## config.mk

```make
export PLATFORM = sky130hd
export DESIGN_NAME = bcd_counter_2digit_flat
export DESIGN_NICKNAME = d
export VERILOG_FILES = /design/src/rtl/bcd_counter_2digit_pkg.sv /design/src/rtl/bcd_counter_2digit_if.sv /design/src/rtl/bcd_counter_2digit_digit.sv /design/src/rtl/bcd_counter_2digit.sv /design/src/flat_wrapper.sv
export SDC_FILE = /design/constraint.sdc
export NUM_CORES = 1
export LEC_CHECK = 0
export BUFFER_PORTS_ARGS = -buffer_cell sky130_fd_sc_hd__buf_2
export CAP_MARGIN = 20
export CELL_PAD_IN_SITES_DETAIL_PLACEMENT = 1
export CELL_PAD_IN_SITES_GLOBAL_PLACEMENT = 2
export CORE_ASPECT_RATIO = 1.75
export CORE_MARGIN = 4
export CORE_UTILIZATION = 39
export DETAILED_ROUTE_END_ITERATION = 10
export HOLD_SLACK_MARGIN = 0.15
export PLACE_DENSITY_LB_ADDON = 0.1
export SYNTH_ARGS = -nofsm -noshare
export SYNTH_HDL_FRONTEND = slang
export SYNTH_HIERARCHICAL = 1
export SYNTH_SLANG_ARGS = --single-unit
```

## constraint.sdc

```tcl
create_clock -name clk -period 4.84 [get_ports clk]
set_input_delay 1.452 -clock clk [delete_from_list [all_inputs] [get_ports clk]]
set_output_delay 1.452 -clock clk [all_outputs]
set_load 0.005 [all_outputs]
```

## src/rtl/bcd_counter_2digit_pkg.sv

```systemverilog
// Shared types and constants for the two-digit BCD counter.
package bcd_counter_2digit_pkg;

  typedef logic [3:0] bcdDigit_t;

  localparam bcdDigit_t DIGIT_MAX = 4'd9;
  localparam bcdDigit_t DIGIT_MIN = 4'd0;

  // A nibble outside 0..9 has no decimal meaning downstream, so it becomes 0.
  function automatic bcdDigit_t sanitizeDigit(input logic [3:0] value);
    return (value > DIGIT_MAX) ? DIGIT_MIN : bcdDigit_t'(value);
  endfunction

endpackage

```

## src/rtl/bcd_counter_2digit_if.sv

```systemverilog
// Control and digit bus of the two-digit BCD counter.
interface bcd_counter_2digit_if;
  import bcd_counter_2digit_pkg::*;

  logic      i_en;
  logic      i_up;
  logic      i_load;
  bcdDigit_t i_load_d0;
  bcdDigit_t i_load_d1;
  logic      i_step;
  bcdDigit_t o_digit0;
  bcdDigit_t o_digit1;
  logic      o_wrap;

  modport master (
    output i_en, i_up, i_load, i_load_d0, i_load_d1, i_step,
    input  o_digit0, o_digit1, o_wrap
  );

  modport slave (
    input  i_en, i_up, i_load, i_load_d0, i_load_d1, i_step,
    output o_digit0, o_digit1, o_wrap
  );

endinterface

```

## src/rtl/bcd_counter_2digit_digit.sv

```systemverilog
// One BCD decade: holds 0..9, steps up or down, and flags carry or borrow.
module bcd_digit
  import bcd_counter_2digit_pkg::*;
(
  input  logic      clk,
  input  logic      reset_n,
  input  logic      i_load,
  input  bcdDigit_t i_loadValue,
  input  logic      i_inc,
  input  logic      i_dec,
  output bcdDigit_t o_value,
  output logic      o_carry,
  output logic      o_borrow
);

  bcdDigit_t r_value;

  assign o_value  = r_value;
  assign o_carry  = i_inc && (r_value == DIGIT_MAX);
  assign o_borrow = i_dec && (r_value == DIGIT_MIN);

  // Load has priority; otherwise step once, rolling over at the decade ends.
  always_ff @(posedge clk or negedge reset_n) begin
    if (!reset_n) begin
      r_value <= DIGIT_MIN;
    end else if (i_load) begin
      r_value <= sanitizeDigit(i_loadValue);
    end else if (i_inc) begin
      r_value <= (r_value == DIGIT_MAX) ? DIGIT_MIN : r_value + 4'd1;
    end else if (i_dec) begin
      r_value <= (r_value == DIGIT_MIN) ? DIGIT_MAX : r_value - 4'd1;
    end
  end

endmodule

```

## src/rtl/bcd_counter_2digit.sv

```systemverilog
// Two-digit BCD up/down counter driven by a prescaled tick or a push button.
module bcd_counter_2digit
  import bcd_counter_2digit_pkg::*;
#(
  parameter int PRESCALE = 50_000_000
) (
  input logic clk,
  input logic reset_n,
  bcd_counter_2digit_if.slave bus
);

  localparam int PW = (PRESCALE > 1) ? $clog2(PRESCALE) : 1;
  localparam logic [PW-1:0] PRESCALE_LAST = PW'(PRESCALE - 1);

  logic [PW-1:0] r_prescale;
  logic          r_stepSync1;
  logic          r_stepSync2;
  logic          r_stepPrev;
  logic          r_wrap;

  logic      w_tick;
  logic      w_stepRise;
  logic      w_countEvent;
  logic      w_inc;
  logic      w_dec;
  logic      w_unitsCarry;
  logic      w_unitsBorrow;
  logic      w_tensCarry;
  logic      w_tensBorrow;
  bcdDigit_t w_digit0;
  bcdDigit_t w_digit1;

  assign w_tick       = bus.i_en && (r_prescale == PRESCALE_LAST);
  assign w_stepRise   = r_stepSync2 && !r_stepPrev;
  assign w_countEvent = w_tick || w_stepRise;
  assign w_inc        = !bus.i_load && w_countEvent && bus.i_up;
  assign w_dec        = !bus.i_load && w_countEvent && !bus.i_up;

  // Time base: free-runs while enabled, holds otherwise, restarts on load.
  always_ff @(posedge clk or negedge reset_n) begin
    if (!reset_n) begin
      r_prescale <= '0;
    end else if (bus.i_load || w_tick) begin
      r_prescale <= '0;
    end else if (bus.i_en) begin
      r_prescale <= r_prescale + PW'(1);
    end
  end

  // Bring the button into the clock domain and remember it for edge detection.
  always_ff @(posedge clk or negedge reset_n) begin
    if (!reset_n) begin
      r_stepSync1 <= 1'b0;
      r_stepSync2 <= 1'b0;
      r_stepPrev  <= 1'b0;
    end else begin
      r_stepSync1 <= bus.i_step;
      r_stepSync2 <= r_stepSync1;
      r_stepPrev  <= r_stepSync2;
    end
  end

  bcd_digit u_units (
    .clk         (clk),
    .reset_n     (reset_n),
    .i_load      (bus.i_load),
    .i_loadValue (bus.i_load_d0),
    .i_inc       (w_inc),
    .i_dec       (w_dec),
    .o_value     (w_digit0),
    .o_carry     (w_unitsCarry),
    .o_borrow    (w_unitsBorrow)
  );

  bcd_digit u_tens (
    .clk         (clk),
    .reset_n     (reset_n),
    .i_load      (bus.i_load),
    .i_loadValue (bus.i_load_d1),
    .i_inc       (w_unitsCarry),
    .i_dec       (w_unitsBorrow),
    .o_value     (w_digit1),
    .o_carry     (w_tensCarry),
    .o_borrow    (w_tensBorrow)
  );

  // Wrap pulses for one cycle after the tens decade rolls over either way.
  always_ff @(posedge clk or negedge reset_n) begin
    if (!reset_n) begin
      r_wrap <= 1'b0;
    end else begin
      r_wrap <= w_tensCarry || w_tensBorrow;
    end
  end

  assign bus.o_digit0 = w_digit0;
  assign bus.o_digit1 = w_digit1;
  assign bus.o_wrap   = r_wrap;

endmodule

```

## src/flat_wrapper.sv

```systemverilog
// flat-port wrapper written by rule: the top's interface ports become plain ports
module bcd_counter_2digit_flat import bcd_counter_2digit_pkg::*;
#(
  parameter int PRESCALE = 50_000_000
)
  (clk, reset_n, bus_i_en, bus_i_up, bus_i_load, bus_i_load_d0, bus_i_load_d1, bus_i_step, bus_o_digit0, bus_o_digit1, bus_o_wrap);
  bcd_counter_2digit_if bus_i ();
  input logic clk;
  input logic reset_n;
  input wire logic [$bits(bus_i.i_en)-1:0] bus_i_en;
  input wire logic [$bits(bus_i.i_up)-1:0] bus_i_up;
  input wire logic [$bits(bus_i.i_load)-1:0] bus_i_load;
  input wire logic [$bits(bus_i.i_load_d0)-1:0] bus_i_load_d0;
  input wire logic [$bits(bus_i.i_load_d1)-1:0] bus_i_load_d1;
  input wire logic [$bits(bus_i.i_step)-1:0] bus_i_step;
  output wire logic [$bits(bus_i.o_digit0)-1:0] bus_o_digit0;
  output wire logic [$bits(bus_i.o_digit1)-1:0] bus_o_digit1;
  output wire logic [$bits(bus_i.o_wrap)-1:0] bus_o_wrap;
  assign bus_i.i_en = bus_i_en;
  assign bus_i.i_up = bus_i_up;
  assign bus_i.i_load = bus_i_load;
  assign bus_i.i_load_d0 = bus_i_load_d0;
  assign bus_i.i_load_d1 = bus_i_load_d1;
  assign bus_i.i_step = bus_i_step;
  assign bus_o_digit0 = bus_i.o_digit0;
  assign bus_o_digit1 = bus_i.o_digit1;
  assign bus_o_wrap = bus_i.o_wrap;
  bcd_counter_2digit #(.PRESCALE(PRESCALE)) u_core (.clk(clk), .reset_n(reset_n), .bus(bus_i));
endmodule
```

* After elaboration in Yosys (flattened, before gate mapping)
Cells that the tools add are included.
** Operators by class
- Add/sub/neg operators :: 5
- Reductions and logical operators :: 20
- Equal/unequal tests :: 3
- Mux-type cells :: 14
- $lt $le $gt $ge :: 2
** Operators with widths (count)
- $mux W26 :: 2
- $mux W4 :: 12
- $add A26 B1 Y26 const B :: 1
- $eq A26 B26 Y1 const B :: 1
- $logic_and A1 B1 Y1 :: 9
- $add A4 B1 Y4 const B :: 2
- $eq A4 B4 Y1 const B :: 2
- $gt A4 B4 Y1 const B :: 2
- $logic_not A4 Y1 :: 2
- $sub A4 B1 Y4 const B :: 2
- $reduce_bool A3 Y1 :: 2
- $logic_not A1 Y1 :: 3
- $logic_or A1 B1 Y1 :: 3
- $reduce_bool A2 Y1 :: 1
** Word-level totals
- Bits of input ports :: 14
- Output and inout bits :: 9
- Logic and storage cells :: 51
- Register bits after elaboration :: 38

* Logic depth before layout (Yosys ltp)
- Depth after elaboration :: 9
- Gate-level depth with buffers :: 14
- Depth with buffers taken out :: 11

* Hierarchy
The synthesis kept the hierarchy.
** By module, submodules not included
- bcd_counter_2digit :: instances 1, area each 1572.8 um2, seq. area each 750.7 um2, cells each 153
- bcd_digit :: instances 2, area each 396.6 um2, seq. area each 100.1 um2, cells each 54

* Worst setup path before layout
No wires, ideal clock.
- Path kind :: input-to-reg
- Start :: input port bus_i_en
- End :: register u_core.u_tens.r_value[3] (netlist: u_core/u_tens/o_value[3])
- Arrival time :: 4185 ps
- Required time :: 4707 ps
- Setup slack :: 523 ps
- Setup time :: 133 ps
- Cell stages on the path :: 13
- Buffers on the path :: 4
- Cells stage by stage :: buf_2 > and2_1 > buf_2 > nand3_4 > o32a_2 > nor3b_1 > buf_1 > nand2_1 > nor2_1 > buf_1 > nor2_1 > a2111oi_1 > o31ai_2
** On the way
- Word-level cells in the longest chain between the ends :: 7
- Elaborated cells between the ends (all ways) :: 10
- Those cells by class :: 2 x mux; 8 x reduce/logical
** RTL lines
- from (decl) :: RTL line flat_wrapper.sv:10 : input wire logic [$bits(bus_i.i_en)-1:0] bus_i_en;
- $logic_and A1 B1 Y1 * :: RTL line bcd_counter_2digit.sv:33 : assign w_tick = bus.i_en && (r_prescale == PRESCALE_LAST);
- $logic_or A1 B1 Y1 * :: RTL line bcd_counter_2digit.sv:35 : assign w_countEvent = w_tick || w_stepRise;
- $logic_and A1 B1 Y1 * (2 in series) :: RTL line bcd_counter_2digit.sv:36 : assign w_inc = !bus.i_load && w_countEvent && bus.i_up;
- via u_core.w_inc :: RTL line bcd_counter_2digit.sv:24 : logic w_inc;
- $logic_and A1 B1 Y1 * :: RTL line bcd_counter_2digit_digit.sv:19 : assign o_carry = i_inc && (r_value == DIGIT_MAX);
- via u_core.w_unitsCarry :: RTL line bcd_counter_2digit.sv:26 : logic w_unitsCarry;
- $mux W4 :: RTL line bcd_counter_2digit_digit.sv:28 : end else if (i_inc) begin
- $mux W4 :: RTL line bcd_counter_2digit_digit.sv:26 : end else if (i_load) begin
- to (signal assigned) :: RTL line bcd_counter_2digit_digit.sv:27 : r_value <= sanitizeDigit(i_loadValue);
- to (signal assigned) :: RTL line bcd_counter_2digit_digit.sv:29 : r_value <= (r_value == DIGIT_MAX) ? DIGIT_MIN : r_value + 4'd1;
- to (signal assigned) :: RTL line bcd_counter_2digit_digit.sv:31 : r_value <= (r_value == DIGIT_MIN) ? DIGIT_MAX : r_value - 4'd1;
- to (decl) :: RTL line bcd_counter_2digit_digit.sv:16 : bcdDigit_t r_value;
The timed path passes the listed nets; every way through them passes the cells marked *.
A chain may end at the register's enable or synchronous reset.

* Worst setup path after layout
- Start :: input port bus_i_en
- End :: register u_core.u_tens.r_value[3] (netlist: u_core/u_tens/o_value[3])
** On the way
- Elaborated cells between the ends (all ways) :: 10
- Those cells by class :: 2 x mux; 8 x reduce/logical
** RTL lines
- $logic_and A1 B1 Y1 :: RTL line bcd_counter_2digit.sv:33
- $logic_or A1 B1 Y1 :: RTL line bcd_counter_2digit.sv:35
- $logic_and A1 B1 Y1 (2 in series) :: RTL line bcd_counter_2digit.sv:37 : assign w_dec = !bus.i_load && w_countEvent && !bus.i_up;
- via u_core.w_dec :: RTL line bcd_counter_2digit.sv:25 : logic w_dec;
- $logic_and A1 B1 Y1 :: RTL line bcd_counter_2digit_digit.sv:20 : assign o_borrow = i_dec && (r_value == DIGIT_MIN);
- via u_core.w_unitsBorrow :: RTL line bcd_counter_2digit.sv:27 : logic w_unitsBorrow;
- $reduce_bool A3 Y1 (no line)
The timed path passes the listed nets, and every way through them passes these cells.

==> flow_metrics.tcl <==
set metrics [dict create \
    status "finished clean" \
    grt_pass1_vias 2090 \
    crit_fanout 8 \
    clock-sinks 38 \
    fmax_mhz 263 \
    drt_pre_antenna_iters 4 \
    coreArea_sq_um 5880 \
    synthDistinctLibCells 49 \
    fillers 718 \
    async_flop_share 1.00 \
    place.gp.congestion 0.831 \
    layout-drive-gt1-share 0.185 \
    max_slew.worst_pin.slew_ns 0.867 \
    synth_ff_type "dfrtp_1" \
    cts-root-buf "clkbuf_8" \
    wire_per_inst_um 15.9 \
    switching_power_uw 179 \
    finalCriticalPeriod_ns 3.80 \
    met3WireLength_um 142 \
    hold_viol 0 \
    syn-cell-area_sq_um 2370 \
    sw_frac_of_total 0.253 \
    wl_met2_mm 3.12 \
    crit_path_end_kind "register" \
    top_layer "met4" \
    final_area_sq_um 2610 \
    fin_skew_ns 0.0108 \
    critPathMaxStageDelay_ns 0.48 \
    chipWidth_um 66.9 \
    pwr-share-clk 0.395 \
    ys_seq_area_frac 0.402 \
    tns_ns 0 \
    seq_power_share 0.496 \
    critical-path-slowest-cell "nor3_1" \
    num-nets-final 291 \
    cts_buffers 5 \
    io_buffers 22 \
    grt_start_max_net_pins 39 \
    multi_input_area_sq_um 1260 \
    crit_buf_inv 2 \
    rows 37 \
    synth_warnings 6 \
    drc_errors 0 \
    avgSynthCellArea_sq_um 9.07 \
    pin_count 23 \
    critPathRequiredTime_ns 5.01 \
    final_common_cell "dfrtp_1" \
    mostFrequentLayoutCells "38 x dfrtp_1, 25 x nor2_1, 22 x buf_2" \
    wl_mm 5.64 \
    grt_pass1_wl_mm 10.1 \
    grt_setup_unrepaired "no" \
    synth_nets 276 \
    cts_setup_buffers 0 \
    start_util 0.402 \
    crit_chain "buf_2 -> and2_1 -> nand3_4 -> o32a_2 -> nor3_1 -> nor4bb_1 -> buf_4 -> nor2_1 -> a2111oi_1 -> o31ai_2" \
    synth_edf_count 0 \
    cap_violations 0 \
    drt_iter0_drc 33 \
    finalCritPeriodShare 0.784 \
    start_kind "primary input" \
    htree_levels 2 \
    place_area_sq_um 2490 \
    met1Wirelength_mm 2.29 \
    overflow 0 \
    clk_latency_ns 0.29 \
    slew_violations 0 \
    setup_viol 0 \
    clockBufferDepth 2 \
    clk_pin_slew_ns 0.08 \
    combPwrFrac 0.109 \
    antenna_found_initial 0 \
    area_delta_synth_final_pct 10.5 \
    path_delay_family "simple AND/OR/NAND/NOR gates" \
    ir_drop_mv 0.130 \
    max-slew-margin-rel 0.422 \
    cts_tree "done" \
    ant_nets 0 \
    synth_cells 261 \
    num_vias 2045 \
    worst_slack_ns 1.04 \
    intPower_uw 526 \
    ys_seq_elements 38 \
    cp.arrival_ns 3.96 \
    p_per_area_nw_per_um2 270 \
    cts_resized 0 \
    gr-usage-all-layers 0.170 \
    hp-class "reg2reg" \
    die_y_um 111 \
    dp_hpwl_mm 4.15 \
    viasPerCell 5.78 \
    antennaDiodeCount 0 \
    cts_hold_buffers 0 \
    die_area_sq_um 7430 \
    crit_type "in2reg" \
    ff_latch_area_sq_um 951 \
    pre_cts_ws_ns 0.691 \
    p_leak_nw 1.02 \
]
-- final cells by class --
class	count	area share
clock buffer	6	0.0316
timing repair buffer	27	0.0594
clock inverter	1	0.0115
tap	78	0.0373
sequential	38	0.364
multi-input combinational	193	0.481
inverter	11	0.0158
-- final timing paths --
check	start	cells past startpoint	slack [ns]	end
worst max-delay path	bus_i_en	10	1.04	u_core/u_tens/o_value[3]$_DFFE_PN0P_
worst min-delay path	u_core/r_stepSync1$_DFF_PN0_	0	0.36	u_core/r_stepSync2$_DFF_PN0_
worst max register to register	u_core/r_prescale[2]$_DFFE_PN0P_	9	1.61	u_core/u_tens/o_value[3]$_DFFE_PN0P_
worst min register to register	u_core/r_stepSync1$_DFF_PN0_	0	0.36	u_core/r_stepSync2$_DFF_PN0_
max in group asynchronous	reset_n	1	3.01	u_core/u_units/o_value[1]$_DFFE_PN0P_
min in group asynchronous	reset_n	1	1.28	u_core/u_tens/o_value[1]$_DFFE_PN0P_
-- synth_stat cells, drive strengths merged, types with 3 or more instances --
| cell | count | area, sq um |
|---|---|---|
| o21ai | 13 | 65.1 |
| dfrtp | 38 | 951 |
| xnor2 | 6 | 52.6 |
| o31ai | 14 | 129 |
| nand3 | 13 | 82.6 |
| and3 | 4 | 30.0 |
| clkbuf | 4 | 15.0 |
| nor2 | 25 | 93.8 |
| or3 | 3 | 18.8 |
| nand4 | 11 | 75.1 |
| nand2 | 20 | 75.1 |
| or4 | 11 | 97.6 |
| nor3 | 7 | 35.0 |
| xor2 | 9 | 78.8 |
| inv | 11 | 41.3 |
| and4 | 3 | 26.3 |
| a21oi | 18 | 105 |
| nand3b | 4 | 30.0 |
| buf | 15 | 103 |
-- per-layer routing --
metal / up-vias / track usage
met5: - / 0
met4: 0 / 0.0515
met3: 5 / 0.0203
met2: 33 / 0.306
met1: 1023 / 0.202
li1: 984 / -
-- stage by stage --
step | utilization | hold WS [ns] | instances | total power, mW
2_1_floorplan | - | 0.331 | 261 | 0.405
3_3_place_gp | 0.423 | 0.337 | 346 | 0.432
3_5_place_dp | 0.423 | 0.346 | 346 | 0.433
4_1_cts | 0.442 | 0.365 | 353 | 0.713
5_1_grt | 0.445 | 0.372 | 354 | 0.738
6_report | 0.445 | 0.361 | 354 | 0.705
-- power groups by stage --
stage          clock network, mW  logic (mW)  registers [mW]
6_report                   0.278      0.0768           0.350
2_1_floorplan                  0      0.0651           0.340
5_1_grt                    0.298      0.0873           0.353
4_1_cts                    0.286      0.0775           0.350
3_3_place_gp                   0      0.0755           0.356
3_5_place_dp                   0      0.0772           0.356
-- flip-flops by register name (all words and copies together), names as in the netlist --
register                count
u_core/bus.o_wrap           1
u_core/r_prescale          26
u_core/r_stepPrev           1
u_core/r_stepSync1          1
u_core/r_stepSync2          1
u_core/u_tens/o_value       4
u_core/u_units/o_value      4
-- logic make-up after synthesis --
family	after synthesis	share of synthesized area
muxes	1	0.00423
DFF	38	0.402
adders and majority gates	1	0.00529
xor gates and xnor gates	15	0.0555
AOI/OAI and AO/OA	60	0.180
buffers and inverters	30	0.0672
and+or+nand+nor	116	0.286
No activity file was read; power rests on OpenSTA's default activity.
